### src/rtl/display_reader.sv
// Watches a 7-segment bus, accepts a pattern once it has been stable for STABLE_CYCLES samples,
// decodes it to a user code and queues {error, blank, code} events in a 4-entry FIFO.
module display_reader #(
  parameter int STABLE_CYCLES = 4
) (
  input  logic       clk,
  input  logic       reset,
  input  logic [6:0] segments_in,
  output logic [2:0] code_out,
  output logic       blank_out,
  output logic       error_out,
  output logic       code_valid,
  input  logic       code_ready,
  output logic       overflow
);

  typedef enum logic {TRACK, HOLD} state_t;

  localparam logic [3:0] STABLE    = 4'(STABLE_CYCLES);
  localparam logic [6:0] BLANK_PAT = 7'h7F;

  state_t     state_reg;
  logic [6:0] cand_reg;
  logic [6:0] last_reg;
  logic [3:0] cnt_reg;
  logic [3:0] cnt_next;
  logic       same;
  logic       update;
  logic       reached;
  logic       push;
  logic [4:0] entry;

  logic [4:0] mem [4];
  logic [1:0] wr_ptr_reg;
  logic [1:0] rd_ptr_reg;
  logic [2:0] count_reg;
  logic       full;
  logic       pop;
  logic       write;
  logic [4:0] head;

  function automatic logic [4:0] decode(input logic [6:0] p);
    case (p)
      7'h40:   decode = {2'b00, 3'd0};
      7'h30:   decode = {2'b00, 3'd1};
      7'h24:   decode = {2'b00, 3'd3};
      7'h79:   decode = {2'b00, 3'd5};
      7'h19:   decode = {2'b00, 3'd6};
      7'h7F:   decode = {2'b01, 3'd0};
      default: decode = {2'b10, 3'd0};
    endcase
  endfunction

  // A HOLD with an unchanged bus is the only case where nothing moves; a change out of HOLD
  // restarts at 1 so that STABLE_CYCLES=1 still accepts on the very first sample.
  always_comb begin
    same     = (segments_in == cand_reg);
    update   = !(state_reg == HOLD && same);
    cnt_next = same ? cnt_reg + 4'd1 : 4'd1;
    reached  = update && (cnt_next == STABLE);
    push     = reached && (segments_in != last_reg);
    entry    = decode(segments_in);
  end

  always_ff @(posedge clk or posedge reset) begin
    if (reset) begin
      state_reg <= TRACK;
      cand_reg  <= BLANK_PAT;
      last_reg  <= BLANK_PAT;
      cnt_reg   <= 4'd0;
    end else if (update) begin
      cand_reg <= segments_in;
      cnt_reg  <= cnt_next;
      if (reached) begin
        state_reg <= HOLD;
        if (push) last_reg <= segments_in;
      end else begin
        state_reg <= TRACK;
      end
    end
  end

  always_comb begin
    code_valid = (count_reg != 3'd0);
    full       = (count_reg == 3'd4);
    pop        = code_valid && code_ready;
    // When full, a simultaneous pop frees the slot the write pointer is aimed at.
    write      = push && (!full || pop);
    head       = code_valid ? mem[rd_ptr_reg] : 5'd0;
    code_out   = head[2:0];
    blank_out  = head[3];
    error_out  = head[4];
  end

  always_ff @(posedge clk) begin
    if (write) mem[wr_ptr_reg] <= entry;
  end

  always_ff @(posedge clk or posedge reset) begin
    if (reset) begin
      wr_ptr_reg <= 2'd0;
      rd_ptr_reg <= 2'd0;
      count_reg  <= 3'd0;
      overflow   <= 1'b0;
    end else begin
      if (write) wr_ptr_reg <= wr_ptr_reg + 2'd1;
      if (pop)   rd_ptr_reg <= rd_ptr_reg + 2'd1;
      count_reg <= count_reg + 3'(write) - 3'(pop);
      if (push && full && !pop) overflow <= 1'b1;
    end
  end

endmodule

### config.mk
export PLATFORM = sky130hd
export DESIGN_NAME = display_reader
export DESIGN_NICKNAME = d
export VERILOG_FILES = /design/src/rtl/display_reader.sv
export SDC_FILE = /design/constraint.sdc
export NUM_CORES = 1
export LEC_CHECK = 0
export ABC_CLOCK_PERIOD_IN_PS = 4700
export BUFFER_PORTS_ARGS = -buffer_cell sky130_fd_sc_hd__buf_2
export CORE_ASPECT_RATIO = 1.4
export CORE_MARGIN = 2
export CORE_UTILIZATION = 29
export CTS_BUF_LIST = sky130_fd_sc_hd__clkbuf_4 sky130_fd_sc_hd__clkbuf_8
export CTS_CLUSTER_SIZE = 25
export DETAILED_ROUTE_END_ITERATION = 10
export SLEW_MARGIN = 5
export SYNTH_ARGS = -nofsm -noshare
export SYNTH_HDL_FRONTEND = slang
export SYNTH_SLANG_ARGS = --single-unit
### constraint.sdc
create_clock -name clk -period 4.7 [get_ports clk]
set_input_delay 0.705 -clock clk [delete_from_list [all_inputs] [get_ports clk]]
set_output_delay 0.705 -clock clk [all_outputs]
set_load 0.02 [all_outputs]
==> results.ini <==
[setup_path]
cp_top_family=adder cells
critical_path_class=flip-flop to flip-flop
crit_path_start_kind=flip-flop
crit_path_end_kind=flip-flop
critPathSlowestCell=nor4_4
critPathMaxFanout=7
cp.depth=13
rr_worst_depth=13
path_buf_inv=3
critPathMaxStageDelay_ps=470
worstPathRequired_ps=4890
arrival_ps=3350
crit_chain=ha_1, xnor2_1, a2111oi_0, o21ai_1, nor4_4, inv_1, ha_1, inv_1, ha_1, inv_1, fa_1, xnor2_1, xnor2_1

[sta]
skew_ps=8.45
worst_slack_ps=1530
worst_pin_slew_ps=1020
finalCriticalPeriod_ps=3170
max_slew_margin=0.321
fin_tns_setup_ps=0
setup_viol=0
fmax_mhz=316
finalCritPeriodShare=0.674
hold_violations=0
rsz0062_at_grt=no
drv_slew=0

[floorplan]
die_area_um2=8650
io_pins=17
die_w_um=79.2
start_util=0.298
core_um2=7700
die_h_um=109
rows=38

[logic_synthesis]
ys_types=41
synth_area_per_cell_um2=13.6
async_reset_ff_frac=0.574
syn-num-nets=187
synthFlopType=edfxtp_1
ys_seq_area_frac=0.563
ys.warnings.count=0
postSynthCellCount=169
synth-seq-cells=47
netlist_top_cells_area=edfxtp_1, dfstp_2, dfrtp_1, xnor2_1, mux4_2
yosysTopAreaCell=edfxtp_1
synth-edff-count=20
synth_top_area_share=0.262
netlist_area_um2=2300

[cts]
cts_buffers=5
root_buffer=clkbuf_8
cts_resized=0
cts_tree=yes
cts.sinks=47
path_clk_slew_ps=80
clock_latency_ps=300
hold_buffers=0
cts.path.max_buffers=2
cts_setup_buffers=0
h-tree-depth=2

[drt]
finalWirelength_um=3390
num_vias=1155
route.detailed.drc=0
antenna_left=0
dr.pass1.iters=4
via_per_inst=4.18
routedWlPerCell_um=12.3
drt_iter0_drc=70

[run_status]
status=finished clean

[pwr]
p_leak_nw=0.962
ir_worst_vdd_mv=0.151
p_per_area_nw_per_um2=378
finalPower_mw=0.950

[global_routing]
grt_overflow_total=0
first_global_vias=1149
grt_first_pass_wirelength_um=5840
met2_usage=0.162
antenna_found_initial=0
grt_max_degree=28
track_usage=0.0901
top_usage_layer=met2
grt_use_met1=0.0983
met3_usage=0.0199

[final_layout]
drive_gt1_frac=0.335
final_core_util=0.326
area_growth_pct=9.37
finish.net_count=193
antenna_cells=0
largest_reg_flops=20
layout_commonest_cell=edfxtp_1
final_cell_mix=edfxtp_1, buf_2, xnor2_1

[placed_design]
io_buffers=16
pre_cts_slack_ps=1220
hpwl_um=2600
gp_congestion=0.750

[hold_path]
whs_path_depth=1
hold_class=flip-flop to flip-flop

[flow_run]
cap_violations=0

power breakdown:
| group | leakage, nW | total [mW] | internal [mW] | switching [mW] |
|---|---|---|---|---|
| clock | 0.0462 | 0.236 | 0.110 | 0.126 |
| combinational | 0.412 | 0.216 | 0.109 | 0.106 |
| sequential | 0.503 | 0.499 | 0.457 | 0.0419 |
layer usage:
metal,part of all wire,wire length (um)
met2,0.55,1850
met4,0.024,82
met3,0.028,95
met1,0.40,1360
met5,0,0
worst reg2reg max path, cell delays in order (launching register included):
cell	delay (ps)
dfrtp_1	430
ha_1	240
xnor2_1	120
a2111oi_0	340
o21ai_1	240
nor4_4	470
inv_1	80
ha_1	280
inv_1	50
ha_1	130
inv_1	50
fa_1	370
xnor2_1	140
xnor2_1	130
metrics by stage:
step           hold WS, ps  cell area [um2]  cells
2_1_floorplan          453             2300    169
3_3_place_gp           451             2420    268
3_5_place_dp           486             2420    268
4_1_cts                499             2510    276
5_1_grt                516             2510    276
6_report               487             2510    276
synth_stat cells (2+ instances only):
library cell   n
nor4_4         2
nor2_1         7
clkbuf_1      13
xnor2_1       15
xor2_1         9
nor4_1         4
ha_1           7
mux4_2         5
or3_1          3
dfrtp_1       13
and2_1         8
and2_2         3
o21ai_0        2
mux2_2         7
nand3_1        3
edfxtp_1      20
nand2_1        3
inv_1          9
dfstp_2       14
final cells by class:
type / instances / area, um2
well taps: 100 / 125
clock inverters: 2 / 12.5
clock buffers: 6 / 76.3
inverters: 9 / 33.8
multi-input cells: 96 / 890
flip-flops and latches: 47 / 1290
repair buffers: 16 / 80.1
fillers: 769 / 5190
cells by family after synthesis:
| logic type | count (synthesis) | synth area share |
|---|---|---|
| buffers and inverters | 26 | 0.0490 |
| XOR/XNOR | 25 | 0.0986 |
| flip-flops | 47 | 0.563 |
| AND/OR/NAND/NOR | 41 | 0.124 |
| adder cells (fa/ha/maj) | 8 | 0.0469 |
| AO/OA/AOI/OAI | 8 | 0.0240 |
| multiplexers | 14 | 0.0943 |
path summary, 6_finish.rpt:
check	start	endpoint	slack, ps
max reg2reg	cnt_reg[0]$_DFFE_PP0N_	count_reg[2]$_DFF_PP0_	1530
min in group asynchronous	reset	count_reg[1]$_DFF_PP0_	640
max in group asynchronous	reset	cnt_reg[2]$_DFFE_PP0N_	3440
min	overflow$_DFFE_PP0P_	overflow$_DFFE_PP0P_	490
min reg2reg	overflow$_DFFE_PP0P_	overflow$_DFFE_PP0P_	490
max	cnt_reg[0]$_DFFE_PP0N_	count_reg[2]$_DFF_PP0_	1530
Note: power is estimated with default switching activity, not from simulation.
